**config.mk**
```make
export PLATFORM = sky130hd
export DESIGN_NAME = fetch_pc_gen
export DESIGN_NICKNAME = d
export VERILOG_FILES = /design/src/rtl/fetch_pc_gen_pkg.sv /design/src/rtl/fetch_pc_gen_bht_table.sv /design/src/rtl/fetch_pc_gen.sv
export SDC_FILE = /design/constraint.sdc
export NUM_CORES = 1
export LEC_CHECK = 0
export ABC_AREA = 1
export CAP_MARGIN = 10
export CORE_UTILIZATION = 45
export DETAILED_ROUTE_END_ITERATION = 16
export PLACE_DENSITY = 0.77
export REMOVE_ABC_BUFFERS = 1
export SLEW_MARGIN = 10
export SYNTH_ARGS = -nofsm -noshare
export SYNTH_HDL_FRONTEND = slang
export SYNTH_SLANG_ARGS = --single-unit
```
**constraint.sdc**
```tcl
create_clock -name clk_i -period 2.4 [get_ports clk_i]
set_input_delay 0.48 -clock clk_i [delete_from_list [all_inputs] [get_ports clk_i]]
set_output_delay 0.48 -clock clk_i [all_outputs]
set_load 0.005 [all_outputs]
```
**src/rtl/fetch_pc_gen_pkg.sv**
```systemverilog
// Shared widths, reset address and 2-bit branch history encodings for the
// fetch next-PC generator and its branch history table.
package fetch_pc_gen_pkg;

    localparam int                PC_WIDTH_DEF    = 32;
    localparam int                BTA_WIDTH       = 32;
    localparam int                INDEX_WIDTH_DEF = 3;
    localparam logic [31:0]       RESET_PC_DEF    = 32'h8000_0000;
    localparam int                CNT_WIDTH_DEF   = 16;

    typedef enum logic [1:0] {
        SNT = 2'b00,
        WNT = 2'b01,
        WT  = 2'b10,
        ST  = 2'b11
    } bht_state_e;

    // Saturating step of a 2-bit direction counter.
    function automatic bht_state_e bht_next(input bht_state_e cur, input logic taken);
        bht_state_e nxt;
        nxt = cur;
        case (cur)
            SNT:     nxt = taken ? WNT : SNT;
            WNT:     nxt = taken ? WT  : SNT;
            WT:      nxt = taken ? ST  : WNT;
            ST:      nxt = taken ? ST  : WT;
            default: nxt = WNT;
        endcase
        return nxt;
    endfunction

endpackage

```
**src/rtl/fetch_pc_gen_bht_table.sv**
```systemverilog
// Branch history table: 2-bit saturating counters with one combinational
// read port and one synchronous training port.
module bht_table
    import fetch_pc_gen_pkg::*;
#(
    parameter int INDEX_WIDTH = 3,
    parameter int ENTRIES     = 8
) (
    input  logic                   clk_i,
    input  logic                   rst,
    input  logic [INDEX_WIDTH-1:0] rd_index,
    output bht_state_e             rd_state,
    input  logic                   wr_en,
    input  logic [INDEX_WIDTH-1:0] wr_index,
    input  logic                   wr_taken
);

    bht_state_e table_q [ENTRIES];

    // NOTE: this small table must come out of reset in a known state, so it
    // is built from resettable flops rather than a RAM macro.
    always_ff @(posedge clk_i) begin
        if (rst) begin
            for (int i = 0; i < ENTRIES; i++) begin
                table_q[i] <= WNT;
            end
        end else if (wr_en) begin
            table_q[wr_index] <= bht_next(table_q[wr_index], wr_taken);
        end
    end

    // NOTE: the read is taken straight from the flops, so a lookup in the
    // same cycle as a write to that entry sees the pre-update value.
    assign rd_state = table_q[rd_index];

endmodule

```
**src/rtl/fetch_pc_gen.sv**
```systemverilog
// Fetch-stage next-PC generator: holds the fetch PC, drives the BTB lookup,
// predicts direction from the BHT and keeps saturating event counters.
module fetch_pc_gen
    import fetch_pc_gen_pkg::*;
#(
    parameter int                  PC_WIDTH    = PC_WIDTH_DEF,
    parameter int                  INDEX_WIDTH = INDEX_WIDTH_DEF,
    parameter int                  BHT_ENTRIES = 8,
    parameter logic [PC_WIDTH-1:0] RESET_PC    = RESET_PC_DEF,
    parameter int                  CNT_WIDTH   = CNT_WIDTH_DEF
) (
    input  logic                   clk_i,
    input  logic                   rst,
    input  logic                   stall_i,
    input  logic                   redirect_i,
    input  logic [PC_WIDTH-1:0]    redirect_pc_i,
    input  logic                   upd_valid_i,
    input  logic [INDEX_WIDTH-1:0] upd_index_i,
    input  logic                   upd_taken_i,
    input  logic                   btb_hit_i,
    input  logic [PC_WIDTH-1:0]    btb_addr_i,
    output logic [PC_WIDTH-1:0]    pc_o,
    output logic                   fetch_valid_o,
    output logic                   btb_valid_o,
    output logic [INDEX_WIDTH-1:0] btb_index_o,
    output logic [PC_WIDTH-1:0]    btb_tag_o,
    output logic                   pred_taken_o,
    output logic [CNT_WIDTH-1:0]   pred_cnt_o,
    output logic [CNT_WIDTH-1:0]   redirect_cnt_o
);

    logic [PC_WIDTH-1:0]  pc_q;
    logic [PC_WIDTH-1:0]  pc_d;
    logic                 valid_q;
    logic                 fetch_valid;
    bht_state_e           bht_rd;
    logic [CNT_WIDTH-1:0] pred_cnt_q;
    logic [CNT_WIDTH-1:0] redirect_cnt_q;

    // Low address bits of incoming targets are word-alignment don't-cares.
    logic unused_low_bits;
    assign unused_low_bits = ^{redirect_pc_i[1:0], btb_addr_i[1:0]};

    bht_table #(
        .INDEX_WIDTH (INDEX_WIDTH),
        .ENTRIES     (BHT_ENTRIES)
    ) u_bht (
        .clk_i    (clk_i),
        .rst      (rst),
        .rd_index (pc_q[INDEX_WIDTH+1:2]),
        .rd_state (bht_rd),
        .wr_en    (upd_valid_i),
        .wr_index (upd_index_i),
        .wr_taken (upd_taken_i)
    );

    assign fetch_valid    = valid_q & ~stall_i & ~redirect_i;
    assign fetch_valid_o  = fetch_valid;
    assign btb_valid_o    = fetch_valid;
    assign pc_o           = pc_q;
    assign btb_tag_o      = pc_q;
    assign btb_index_o    = pc_q[INDEX_WIDTH+1:2];
    assign pred_taken_o   = fetch_valid & btb_hit_i & (bht_rd inside {WT, ST});
    assign pred_cnt_o     = pred_cnt_q;
    assign redirect_cnt_o = redirect_cnt_q;

    // Redirect outranks stall; a prediction only exists for a live fetch.
    always_comb begin
        pc_d = pc_q + PC_WIDTH'(4);
        if (redirect_i) begin
            pc_d = {redirect_pc_i[PC_WIDTH-1:2], 2'b00};
        end else if (stall_i) begin
            pc_d = pc_q;
        end else if (pred_taken_o) begin
            pc_d = {btb_addr_i[PC_WIDTH-1:2], 2'b00};
        end
    end

    // NOTE: every register here uses non-blocking assignment so all state
    // advances together on the edge regardless of statement order.
    always_ff @(posedge clk_i) begin
        if (rst) begin
            pc_q           <= RESET_PC;
            valid_q        <= 1'b0;
            pred_cnt_q     <= '0;
            redirect_cnt_q <= '0;
        end else begin
            pc_q    <= pc_d;
            valid_q <= 1'b1;
            if (pred_taken_o && (pred_cnt_q != '1)) begin
                pred_cnt_q <= pred_cnt_q + CNT_WIDTH'(1);
            end
            if (redirect_i && (redirect_cnt_q != '1)) begin
                redirect_cnt_q <= redirect_cnt_q + CNT_WIDTH'(1);
            end
        end
    end

endmodule

```
# Yosys cells after proc, flatten, opt, wreduce, memory -nomap -nowiden
# Memories as Yosys holds them, arrays and structs flattened. A register that Yosys moved wholly into a read port is not among the register bits.
# Index checks and enable logic that the tools add are counted.
# word_totals
register_bits	65
latch_bits	0
ramBits	16
rom_bits	0
in_bits	74
wordCells	50
memories	1
# mem_list
memory	words	width	rd	rd_ports_with_merged_regs	write_ports	line	text
u_bht.table_q	8	2	2	1	8	fetch_pc_gen_bht_table.sv:18	bht_state_e table_q [ENTRIES];
# op_classes
add_sub_neg	3
mul	0
n_div	0
order_cmp	0
eq_ne	8
shifts	0
mux	21
bitwise	6
n_reduce_logical	6
# ops
operator	n
$mux W32	3
$add A16 B1 Y16 const B	2
$add A32 B3 Y32 const B	1
$ne A16 B16 Y1 const B	2
$mux W2	5
$mux W1	9
$mux W3	3
$eq A2 B2 Y1 const B	4
$pmux W2 S4	1
$and A1 B1 Y1	4
$reduce_or A2 Y1	2
$eq A2 B1 Y1 const B	1
$logic_and A1 B1 Y1	2
$logic_not A2 Y1	1
$ne A2 B1 Y1 const B	1
$not A1 Y1	2
$reduce_bool A2 Y1	1

# Logic depth before layout (Yosys ltp)
# depth
ltp_word	10
ltp_mapped	11
ltp_nobuf	11

# By module
# A second synthesis with hierarchy kept.
# hier_totals
hier_cells	933
hier_area_um2	5743.0
# modules_own_cells
module	n_inst	cells_per_inst	area_each_um2	seq_area_each_um2
fetch_pc_gen	1	779	4638.2	1301.2
bht_table	1	154	1104.8	480.5

# Worst setup path before layout
# No wires, ideal clock.
# synth_timing
path_type	in2out
start	input redirect_i
end	output pred_taken_o
arrival_time_ns	1.430
slack_ns	0.490
stages	6
n_path_buf	2
path_cell_list	clkbuf_1 -> or2_1 -> nor3b_4 -> nand2_4 -> clkinv_4 -> buf_6
# synth_between
elab_chain_cells	4
# synth_lines
element	line	text
from (decl)	fetch_pc_gen.sv:15	input logic redirect_i,
$not A1 Y1	fetch_pc_gen.sv:57	assign fetch_valid = valid_q & ~stall_i & ~redirect_i;
$and A1 B1 Y1	fetch_pc_gen.sv:57	
$and A1 B1 Y1 (2 in series)	fetch_pc_gen.sv:63	assign pred_taken_o = fetch_valid & btb_hit_i & (bht_rd inside {WT, ST});
to (decl)	fetch_pc_gen.sv:27	output logic pred_taken_o,
# Every way passes these cells.

# Final worst setup path
# layout_timing
start	input stall_i
end	output btb_valid_o
# layout_between
elab_chain_cells	3
# layout_lines
element	line	text
from (decl)	fetch_pc_gen.sv:14	input logic stall_i,
$not A1 Y1	fetch_pc_gen.sv:57	
$and A1 B1 Y1 (2 in series)	fetch_pc_gen.sv:57	
to (decl)	fetch_pc_gen.sv:24	output logic btb_valid_o,
# Every way passes these cells.

==> impl_metrics.py <==
metrics = {
    "setup_path": {
        "critPathMaxFanout": 3,
        "critical-path-top-delay-family": "buffers and inverters",
        "path_cells": "dlygate4sd2_1 -> or2_4 -> nor2_1 -> clkdlybuf4s50_1",
        "slowest_delay_ns": 0.55,
        "worstPathRequired_ns": 1.92,
        "path_class": "in2out",
        "end_kind": "primary output",
        "path_buf_inv": 2,
        "worstPathArrival_ns": 1.76,
        "cpMaxStageDelayCell": "clkdlybuf4s50_1",
        "startpoint_type": "input port",
    },
    "cts": {
        "root_buffer": "clkbuf_16",
        "cts_sinks": 84,
        "cts.path.max_buffers": 2,
        "cts_buffers": 9,
        "ctsHtreeMaxLevel": 3,
        "path_clk_slew_ns": 0.06,
        "insertion_delay_ns": 0.36,
        "cts_tree": "done",
    },
    "die": {
        "core_sq_um": 12800,
        "start_util": 0.468,
        "die_x_um": 117,
        "die_area_sq_um": 13800,
        "io_pins": 176,
        "rows": 41,
        "die_h_um": 117,
    },
    "worst_hold_path": {
        "worstHoldPathType": "reg2reg",
    },
    "finish": {
        "area_delta_synth_final_pct": 33.2,
        "nets": 1177,
        "drive_gt1_frac": 0.0624,
        "final_common_cell": "nand2_1",
        "most-common-layout-cells": "264 x nand2_1, 167 x clkdlybuf4s50_1, 140 x inv_1, 114 x nor2_1, 103 x nand3_1",
        "n_antenna_cell": 0,
    },
    "synthesis": {
        "synth_mux_area_frac": 0,
        "syn_inst": 962,
        "ys_ff_latch": 84,
        "synth_top_family_by_area": "simple AND/OR/NAND/NOR gates",
        "synth-compound-area-share": 0.0983,
        "synth.distinct_cells": 39,
        "synth_warnings": 0,
        "synth_fa_ha_area_frac": 0.00793,
        "async_flop_share": 0,
        "yosysSeqAreaShare": 0.307,
        "yosys.area_share.simple": 0.384,
        "avgSynthCellArea_sq_um": 6.23,
        "synth_xor_area_frac": 0.0365,
        "syn_area_sq_um": 6000,
        "synth-main-ff-cell": "dfxtp_1",
        "synth_edf_count": 16,
    },
    "route": {
        "dr.pass1.iters": 7,
        "avgViaCountPerCell": 5.02,
        "final_antenna_net_count": 0,
        "drc": 0,
        "drt_iter0_drc": 481,
        "wirelength_mm": 17.1,
        "avgRoutedWirePerCell_um": 13.4,
        "vias": 6409,
    },
    "timing": {
        "rsz0062_at_grt": "false",
        "fin_crit_sh": 0.935,
        "tightest_slew_ns": 0.679,
        "drv_slew": 0,
        "fin_crit_ns": 2.24,
        "fin_skew_ns": 0.00940,
        "hold_viol": 0,
        "relSlewSlack": 0.548,
        "fmax_ghz": 0.445,
        "fin_setup_tns_ns": 0,
        "finalSetupViolCount": 0,
    },
    "pwr": {
        "peakVddDrop_mv": 0.300,
        "internal-power_uw": 2690,
        "pwr-share-comb": 0.174,
        "p_clk_frac": 0.403,
        "power_uw": 3670,
        "seq_power_share": 0.424,
        "power.switching_uw": 974,
        "leakagePower_uw": 0.00314,
        "power_density_nw_per_um2": 459,
        "switching_share": 0.266,
    },
    "placement": {
        "place_hpwl_mm": 12.4,
        "gp_congestion": 0.939,
        "portBuffers": 171,
    },
    "run": {
        "cap_violations": 0,
    },
    "global_routing": {
        "grt_max_degree": 55,
        "grt_usage": 0.252,
        "grt_pass1_vias": 5846,
        "antenna_found_initial": 0,
        "grt-ovfl-total": 0,
        "grt_pass1_wl_mm": 28.2,
    },
    "run_status": {
        "status": "finished clean",
    },
}
-- routing by layer --
layer  GRT usage  vias up  part of all wire
li1            -     3265                 -
met1       0.327     2883              0.44
met2       0.420      238              0.47
met3      0.0375       23             0.074
met4      0.0966        0             0.021
met5           0        -                 0
-- kinds of logic (layout without fill, tap and decap cells) --
logic type / Yosys count / in the layout
DFF: 84 / 84
adders and majority gates: 4 / 4
AOI/OAI and AO/OA: 106 / 106
and+or+nand+nor: 531 / 531
xor gates and xnor gates: 25 / 25
buffers and inverters: 212 / 355
-- final timing paths --
check | startpoint | endpoint | slack, ns | cells past startpoint
max | stall_i | btb_valid_o | 0.16 | 4
min | btb_tag_o[0]$_SDFFE_PP0N_ | btb_tag_o[0]$_SDFFE_PP0N_ | 0.48 | 2
max reg2reg | btb_tag_o[2]$_SDFFE_PP0N_ | btb_tag_o[18]$_SDFFE_PP0N_ | 0.39 | 10
min reg2reg | btb_tag_o[0]$_SDFFE_PP0N_ | btb_tag_o[0]$_SDFFE_PP0N_ | 0.48 | 2
-- metrics by stage --
| step | instance area (sq um) | std cells | hold WS [ns] | setup slack, ns | utilization |
|---|---|---|---|---|---|
| after global placement | 7650 | 1259 | 0.471 | -0.263 | 0.596 |
| after CTS | 7970 | 1276 | 0.487 | 0.00273 | 0.622 |
| after global routing | 7990 | 1277 | 0.511 | 0.112 | 0.623 |
| after floorplan | 5540 | 893 | 0.464 | -0.0575 | - |
| after detailed placement | 7650 | 1259 | 0.474 | -0.257 | 0.596 |
| final | 7990 | 1277 | 0.478 | 0.155 | 0.623 |
-- repair_timing --
| action | 4_1_cts | 5_1_grt |
|---|---|---|
| gates resized for setup | 5 | 3 |
| setup endpoints to repair | 3 | 1 |
| pin swaps | 1 | 1 |
| hold buffers | 0 | 0 |
| buffers inserted | 1 | 1 |
-- power groups by stage --
| stage | clock network, uW | logic, uW | registers, uW |
|---|---|---|---|
| after floorplan | 0 | 236 | 1570 |
| after global placement | 0 | 623 | 1580 |
| after detailed placement | 0 | 630 | 1580 |
| after CTS | 1500 | 635 | 1550 |
| after global routing | 1560 | 698 | 1560 |
| final | 1480 | 636 | 1550 |
-- final cells by class --
| type | count | area [sq um] |
|---|---|---|
| clock buffers | 11 | 254 |
| multi-input cells | 666 | 3160 |
| fillers | 1216 | 4840 |
| clock inverters | 5 | 60.1 |
| inverters | 143 | 542 |
| well taps | 172 | 215 |
| repair buffers | 196 | 1910 |
| flip-flops and latches | 84 | 1840 |
-- worst min-delay path, stage by stage, from the launching register on --
cell and delay (ns):
dfxtp_1 0.33, nand2_1 0.07, nor2_1 0.03
-- sequential cells by signal, indices dropped and copies added, names as in the netlist, named ones only --
| register | count |
|---|---|
| redirect_cnt_o | 16 |
| u_bht.table_q | 16 |
| valid_q | 1 |
| btb_tag_o | 32 |
| pred_cnt_o | 16 |
-- synthesized netlist by cell type, drive strengths merged (2+ instances only) --
| cell | n | share of area |
|---|---|---|
| ha | 3 | 0.0063 |
| nand3 | 103 | 0.086 |
| nand2 | 274 | 0.18 |
| nand3b | 19 | 0.024 |
| inv | 141 | 0.088 |
| dfxtp | 68 | 0.23 |
| xnor2 | 4 | 0.0058 |
| nor2 | 115 | 0.073 |
| edfxtp | 16 | 0.080 |
| a21oi | 58 | 0.053 |
| o21ai | 39 | 0.034 |
| nor3 | 11 | 0.012 |
| xor2 | 21 | 0.031 |
| clkinv | 2 | 0.0021 |
| nand4 | 5 | 0.0052 |
| buf | 51 | 0.064 |
| o211ai | 6 | 0.0075 |
| clkbuf | 18 | 0.011 |
Note: power is estimated with default switching activity, not from simulation.
